==> config.mk <==
export PLATFORM = sky130hd
export DESIGN_NAME = sample_msg_combiner
export DESIGN_NICKNAME = d
export VERILOG_FILES = /design/src/rtl/sample_msg_combiner.sv
export SDC_FILE = /design/constraint.sdc
export NUM_CORES = 2
export LEC_CHECK = 0
export BUFFER_PORTS_ARGS = -buffer_cell sky130_fd_sc_hd__buf_2
export CAP_MARGIN = 20
export CELL_PAD_IN_SITES_DETAIL_PLACEMENT = 1
export CELL_PAD_IN_SITES_GLOBAL_PLACEMENT = 2
export CORE_MARGIN = 2
export CORE_UTILIZATION = 30
export CTS_CLUSTER_DIAMETER = 120
export DETAILED_ROUTE_END_ITERATION = 10
export PLACE_DENSITY_LB_ADDON = 0.25
export REMOVE_ABC_BUFFERS = 1
export SETUP_SLACK_MARGIN = 0.05
export SYNTH_ARGS = -nofsm -noshare
export SYNTH_HDL_FRONTEND = slang
export SYNTH_SLANG_ARGS = --single-unit
==> constraint.sdc <==
create_clock -name clk -period 7 [get_ports clk]
set_clock_uncertainty 0.15 [all_clocks]
set_input_delay 0.35 -clock clk [delete_from_list [all_inputs] [get_ports clk]]
set_output_delay 0.35 -clock clk [all_outputs]
set_load 0.02 [all_outputs]
==> src/rtl/sample_msg_combiner.sv <==
// Merges a sample stream and a message stream into one word stream (MSB=1 marks a message header).
// Optional macro SAMPLE_MSG_COMBINER_MSG_PRIORITY_EN: complete messages always beat queued samples.
module sample_msg_combiner #(
  parameter int unsigned WDTH          = 32,
  parameter int unsigned MSG_LEN_WIDTH = 8,
  parameter int unsigned SMP_BUF_DEPTH = 16,
  parameter int unsigned MSG_BUF_DEPTH = 64
) (
  input  logic            clk,
  input  logic            reset,
  input  logic [WDTH-1:0] in_samples,
  input  logic            in_samples_nd,
  input  logic [WDTH-1:0] in_msg,
  input  logic            in_msg_nd,
  output logic [WDTH-1:0] out_data,
  output logic            out_nd,
  output logic            error
);
  localparam int unsigned SAW = $clog2(SMP_BUF_DEPTH);
  localparam int unsigned MAW = $clog2(MSG_BUF_DEPTH);
  localparam int unsigned LW  = MSG_LEN_WIDTH;
  localparam int unsigned CW  = ((MAW > LW) ? MAW : LW) + 2;

  typedef enum logic {WAIT_HDR, COLLECT} trk_state_t;
  typedef enum logic {IDLE, MSG} out_state_t;

  // Sample FIFO
  logic [WDTH-1:0] smp_mem [SMP_BUF_DEPTH];
  logic [SAW-1:0]  smp_wr_ptr, smp_rd_ptr;
  logic [SAW:0]    smp_count;
  logic            smp_full, smp_empty, smp_push, smp_pop, smp_err;
  logic [WDTH-1:0] smp_wdata;

  assign smp_full  = smp_count == (SAW+1)'(SMP_BUF_DEPTH);
  assign smp_empty = smp_count == '0;
  assign smp_push  = in_samples_nd && (!smp_full || smp_pop);
  assign smp_err   = in_samples_nd && (in_samples[WDTH-1] || (smp_full && !smp_pop));
  assign smp_wdata = {1'b0, in_samples[WDTH-2:0]};

  always_ff @(posedge clk) begin
    if (smp_push) smp_mem[smp_wr_ptr] <= smp_wdata;
  end

  always_ff @(posedge clk or posedge reset) begin
    if (reset) begin
      smp_wr_ptr <= '0;
      smp_rd_ptr <= '0;
      smp_count  <= '0;
    end else begin
      if (smp_push) smp_wr_ptr <= smp_wr_ptr + SAW'(1);
      if (smp_pop)  smp_rd_ptr <= smp_rd_ptr + SAW'(1);
      case ({smp_push, smp_pop})
        2'b10:   smp_count <= smp_count + (SAW+1)'(1);
        2'b01:   smp_count <= smp_count - (SAW+1)'(1);
        default: ;
      endcase
    end
  end

  // Message FIFO
  logic [WDTH-1:0] msg_mem [MSG_BUF_DEPTH];
  logic [MAW-1:0]  msg_wr_ptr, msg_rd_ptr;
  logic [MAW:0]    msg_count;
  logic            msg_push, msg_pop;
  logic [WDTH-1:0] msg_rd_data;
  logic [LW-1:0]   msg_head_len;

  assign msg_rd_data  = msg_mem[msg_rd_ptr];
  assign msg_head_len = msg_rd_data[WDTH-2 -: LW];

  always_ff @(posedge clk) begin
    if (msg_push) msg_mem[msg_wr_ptr] <= in_msg;
  end

  always_ff @(posedge clk or posedge reset) begin
    if (reset) begin
      msg_wr_ptr <= '0;
      msg_rd_ptr <= '0;
      msg_count  <= '0;
    end else begin
      if (msg_push) msg_wr_ptr <= msg_wr_ptr + MAW'(1);
      if (msg_pop)  msg_rd_ptr <= msg_rd_ptr + MAW'(1);
      case ({msg_push, msg_pop})
        2'b10:   msg_count <= msg_count + (MAW+1)'(1);
        2'b01:   msg_count <= msg_count - (MAW+1)'(1);
        default: ;
      endcase
    end
  end

  // Message write tracker: a header reserves room for its whole message or is dropped with its payload
  trk_state_t    trk_state, trk_next;
  logic [LW-1:0] trk_rem, trk_rem_next, in_len;
  logic          trk_drop, trk_drop_next, msg_done, trk_err;
  logic [CW-1:0] msg_free;

  assign in_len   = in_msg[WDTH-2 -: LW];
  assign msg_free = CW'(MSG_BUF_DEPTH) - CW'(msg_count);

  always_comb begin
    trk_next      = trk_state;
    trk_rem_next  = trk_rem;
    trk_drop_next = trk_drop;
    msg_push      = 1'b0;
    msg_done      = 1'b0;
    trk_err       = 1'b0;
    if (in_msg_nd) begin
      case (trk_state)
        WAIT_HDR: begin
          if (!in_msg[WDTH-1]) begin
            trk_err = 1'b1;
          end else if (msg_free >= CW'(in_len) + CW'(1)) begin
            msg_push = 1'b1;
            if (in_len == '0) begin
              msg_done = 1'b1;
            end else begin
              trk_next      = COLLECT;
              trk_rem_next  = in_len;
              trk_drop_next = 1'b0;
            end
          end else begin
            trk_err = 1'b1;
            if (in_len != '0) begin
              trk_next      = COLLECT;
              trk_rem_next  = in_len;
              trk_drop_next = 1'b1;
            end
          end
        end
        COLLECT: begin
          msg_push     = !trk_drop;
          trk_rem_next = trk_rem - LW'(1);
          if (trk_rem == LW'(1)) begin
            trk_next = WAIT_HDR;
            msg_done = !trk_drop;
          end
        end
        default: trk_next = WAIT_HDR;
      endcase
    end
  end

  always_ff @(posedge clk or posedge reset) begin
    if (reset) begin
      trk_state <= WAIT_HDR;
      trk_rem   <= '0;
      trk_drop  <= 1'b0;
    end else begin
      trk_state <= trk_next;
      trk_rem   <= trk_rem_next;
      trk_drop  <= trk_drop_next;
    end
  end

  // Output FSM: a message, once started, is emitted contiguously
  out_state_t      out_state, out_next;
  logic [LW-1:0]   out_rem, out_rem_next;
  logic [MAW:0]    msgs_ready;
  logic            hdr_pop, msg_ok, out_nd_next;
  logic [WDTH-1:0] out_data_next;

`ifdef SAMPLE_MSG_COMBINER_MSG_PRIORITY_EN
  assign msg_ok = msgs_ready != '0;
`else
  assign msg_ok = (msgs_ready != '0) && (smp_count <= (SAW+1)'(SMP_BUF_DEPTH / 2));
`endif

  always_comb begin
    out_next      = out_state;
    out_rem_next  = out_rem;
    out_data_next = out_data;
    out_nd_next   = 1'b0;
    smp_pop       = 1'b0;
    msg_pop       = 1'b0;
    hdr_pop       = 1'b0;
    case (out_state)
      IDLE: begin
        if (msg_ok) begin
          msg_pop       = 1'b1;
          hdr_pop       = 1'b1;
          out_data_next = msg_rd_data;
          out_nd_next   = 1'b1;
          out_rem_next  = msg_head_len;
          if (msg_head_len != '0) out_next = MSG;
        end else if (!smp_empty) begin
          smp_pop       = 1'b1;
          out_data_next = smp_mem[smp_rd_ptr];
          out_nd_next   = 1'b1;
        end
      end
      MSG: begin
        msg_pop       = 1'b1;
        out_data_next = msg_rd_data;
        out_nd_next   = 1'b1;
        out_rem_next  = out_rem - LW'(1);
        if (out_rem == LW'(1)) out_next = IDLE;
      end
      default: out_next = IDLE;
    endcase
  end

  always_ff @(posedge clk or posedge reset) begin
    if (reset) begin
      out_state  <= IDLE;
      out_rem    <= '0;
      out_data   <= '0;
      out_nd     <= 1'b0;
      error      <= 1'b0;
      msgs_ready <= '0;
    end else begin
      out_state <= out_next;
      out_rem   <= out_rem_next;
      out_data  <= out_data_next;
      out_nd    <= out_nd_next;
      error     <= error | smp_err | trk_err;
      case ({msg_done, hdr_pop})
        2'b10:   msgs_ready <= msgs_ready + (MAW+1)'(1);
        2'b01:   msgs_ready <= msgs_ready - (MAW+1)'(1);
        default: ;
      endcase
    end
  end
endmodule

==> impl_metrics.py <==
metrics = {
    "timing": {
        "fin_crit_sh_pct": 79.84,
        "setup_violations": 0,
        "rsz0062_at_grt": "false",
        "relSlewSlack_pct": 2.243,
        "timing.final.max_slew_violations": 0,
        "timing.setup.tns_ns": 0,
        "hold_viol_final": 0,
        "post-route-min-period_ns": 5.589,
        "tightest_slew_ns": 1.466,
        "fmax_mhz": 178.9,
    },
    "cells_and_area": {
        "fillers": 32770,
        "drive_gt1_share_pct": 31.09,
        "fin_nets": 4897,
        "syn2layout_area_growth_pct": 16.79,
    },
    "global_routing": {
        "grt_pass1_vias": 50950,
        "grt_antenna_before_repair": 36,
        "grt_max_degree": 127,
        "grt_pass1_wl_um": 397400,
        "grt_use_total_pct": 16.04,
        "overflow": 0,
    },
    "critical_path": {
        "path_class": "reg -> reg",
        "worstSetupStartpoint": "msg_count[2]",
        "reg2regPathDepth": 20,
        "crit_path_max_fanout": 36,
        "cp.arrival_ns": 6.21,
        "reg2reg_slack_ns": 1.41,
        "endpoint_kind": "flip-flop",
        "start_kind": "flip-flop",
        "r2r_end": "msg_count[6]",
        "cp-endpoint": "msg_count[6]",
        "cp.required_ns": 7.62,
        "worstReg2RegStart": "msg_count[2]",
    },
    "power_and_ir_drop": {
        "swShare_pct": 31.97,
        "power_frac_seq_pct": 38.9,
        "leakagePower_nw": 36.97,
        "p_clk_share_pct": 30.9,
        "cell_internal_pwr_mw": 33.25,
        "p_switching_mw": 15.62,
        "power_density_nw_per_um2": 410.2,
        "p_total_mw": 48.87,
        "ir_worst_vdd_mv": 0.2643,
        "pwr-share-comb_pct": 30.2,
    },
    "synth": {
        "synth_cell_types": 66,
        "yosys.area_share.xor_xnor_pct": 0.4379,
        "seq_area_frac_synth_pct": 77.15,
        "async_flop_share_pct": 3.490,
        "yosysWarnings": 0,
        "synth_fa_ha_area_share_pct": 0.3999,
        "ys_ff_latch": 2636,
        "yosysTopAreaCell": "edfxtp_1",
        "yosys.area.top_type_share_pct": 74.89,
        "synth_top_family_by_area": "multiplexers",
        "synth_cells": 4394,
        "synth_area_per_cell_um2": 23.22,
        "synthMuxAreaShare_pct": 17.82,
        "synth_compound_area_share_pct": 1.426,
        "synth_area_um2": 102000,
        "synth_edf_count": 2544,
        "yosys-top-cells-area": "edfxtp_1 (75%), mux4_2 (17%), dfrtp_1 (2.3%)",
        "yosys.area_share.simple_pct": 1.528,
        "synthFlopType": "edfxtp_1",
    },
    "place": {
        "gp_congestion": 0.7846,
        "dpl.hpwl_um": 161500,
        "port_buffers": 101,
    },
    "clock_network": {
        "cts_buffers": 298,
        "postCtsHoldBufs": 55,
        "postCtsSetupBuffers": 0,
        "cts.repair.resized": 0,
        "clk_latency_ns": 0.85,
        "clockBufferDepth": 4,
        "clkTransAtPathRegs_ns": 0.06,
        "ctsHtreeMaxLevel": 5,
        "cts_tree": "yes",
        "cts_root_buf": "clkbuf_16",
        "cts_sinks": 2636,
    },
    "drt": {
        "routed_wirelength_um": 279000,
        "vias": 47450,
        "ant_nets": 0,
        "drt_iter0_markers": 4064,
        "wl_per_cell_um": 29.14,
        "firstDrtPassIters": 5,
        "viasPerCell": 4.956,
        "drc": 0,
    },
    "die": {
        "num_rows": 214,
        "die_y_um": 587.1,
        "die_x_um": 587.1,
        "die-area_um2": 344700,
        "initial_utilization_pct": 30.07,
        "coreArea_um2": 339200,
        "io_pins": 102,
    },
    "flow_run": {
        "max_cap_viol_count": 0,
    },
    "run_status": {
        "outcome": "complete, no violations",
    },
    "hold_path": {
        "hold_depth": 2,
        "min_path_type": "in -> reg",
    },
}
routing by layer:
layer	global-route usage [%]	vias up	wire [um]	part of all wire (%)
met4	3.426	4	5180	1.9
li1	-	19630	-	-
met2	26.13	1094	134300	48
met1	22.10	26400	122700	44
met3	3.401	331	16890	6.1
met5	0	-	21	0.0075
cell families after synthesis:
kind of cell,count (synthesis)
AOI/OAI and AO/OA,224
xor gates and xnor gates,51
adders and majority gates,32
buffers and inverters,273
DFF,2636
muxes,860
and+or+nand+nor,318
critical path, cell delays in order (launching register included):
cell      delay (ns)
dfrtp_1         0.50
nor4_1          0.47
nand2b_1        0.12
xor2_1          0.16
ha_1            0.29
nor2b_1         0.13
o21ai_0         0.21
o211ai_1        0.13
a21oi_1         0.27
o22ai_1         0.30
nand2_4         0.60
ha_1            0.58
xor2_1          0.21
ha_1            0.22
a31oi_1         0.10
o22ai_1         0.29
a21o_1          0.16
a22oi_1         0.06
o221a_2         0.26
nor2_1          0.11
xor2_1          0.15
power groups by stage:
stage | logic, mW | clock network [mW] | registers, mW
2_1_floorplan | 8.40 | 0 | 20.1
3_3_place_gp | 14.9 | 0 | 19.3
3_5_place_dp | 14.9 | 0 | 19.3
4_1_cts | 15.0 | 15.5 | 19.0
5_1_grt | 15.8 | 16.1 | 19.1
6_report | 14.8 | 15.1 | 19.0
metrics by stage:
step / cells / hold WS (ns) / util [%] / instance area [um2] / setup slack, ns
global placement: 8966 / 0.3173 / 32.15 / 109100 / 1.262
global route: 9566 / 0.06216 / 35.11 / 119100 / 0.8926
floorplan: 4147 / 0.2926 / - / 100800 / -15.70
detailed placement: 8966 / 0.3246 / 32.15 / 109100 / 1.305
CTS: 9552 / 0.01034 / 35.06 / 118900 / 1.313
finish: 9574 / 0.04149 / 35.12 / 119100 / 1.411
layout by cell type, fill, tap and decap left out, types with 20 or more instances in the layout:
cell	n
inv_1	24
clkbuf_1	70
buf_4	169
buf_2	101
ha_1	31
nor2_1	42
a21oi_1	56
edfxtp_1	2544
dfrtp_1	82
nor3_2	62
mux4_2	764
nand2_1	79
nand3_1	28
clkinv_2	45
nor2_4	20
mux2i_1	86
o21ai_1	27
xnor2_1	29
xor2_1	22
o21ai_0	25
clkinv_1	65
dlygate4sd3_1	60
clkbuf_16	311
layout make-up:
cell class | count | area, um2 | share of cell area [%]
Tap cell | 4536 | 5675 | 4.764
Sequential cell | 2636 | 78730 | 66.08
Antenna cell | 10 | 25.02 | 0.02100
Multi-Input combinational cell | 1485 | 22520 | 18.90
Inverter | 26 | 101.3 | 0.08507
Timing Repair Buffer | 350 | 2766 | 2.322
Clock buffer | 388 | 8142 | 6.834
Clock inverter | 143 | 1185 | 0.9946
flip-flops by register name, summed over array words and instances (netlist names), 6 cells and up:
| register | flops |
|---|---|
| out_rem | 8 |
| msg_mem | 2048 |
| msgs_ready | 7 |
| msg_count | 7 |
| out_data | 32 |
| trk_rem | 8 |
| smp_mem | 496 |
| msg_wr_ptr | 6 |
| msg_rd_ptr | 6 |
cell usage after synthesis (6+ instances only):
library cell  instances
a221oi_1              6
xnor2_1              29
mux4_2              764
nand2_1              80
o211ai_1              6
nor2b_1              15
nor3_1               72
buf_1                43
nor2_1               62
nand3b_1              9
a22oi_1              18
o221ai_1             19
buf_6                11
nand2b_1             14
ha_1                 31
clkbuf_1            107
a21o_1                6
a211oi_1              7
xor2_1               22
nand3_1              28
buf_4                20
buf_2                66
mux2i_1              86
dfrtp_1              92
mux2_2               10
o22ai_1              19
nand4_1               7
edfxtp_1           2544
o21ai_0              25
inv_1                25
o21ai_1              27
a21oi_1              56
worst min path at each step:
stage / to / start / slack, ns
global route: msg_mem[61][14] / in_msg[14] / 0.06
detailed placement: error / error / 0.32
global placement: msgs_ready[6] / msgs_ready[6] / 0.32
finish: msg_mem[33][13] / in_msg[13] / 0.04
floorplan: msgs_ready[6] / msgs_ready[6] / 0.29
CTS: msg_mem[35][13] / in_msg[13] / 0.01
No activity file was read; power rests on OpenSTA's default activity.
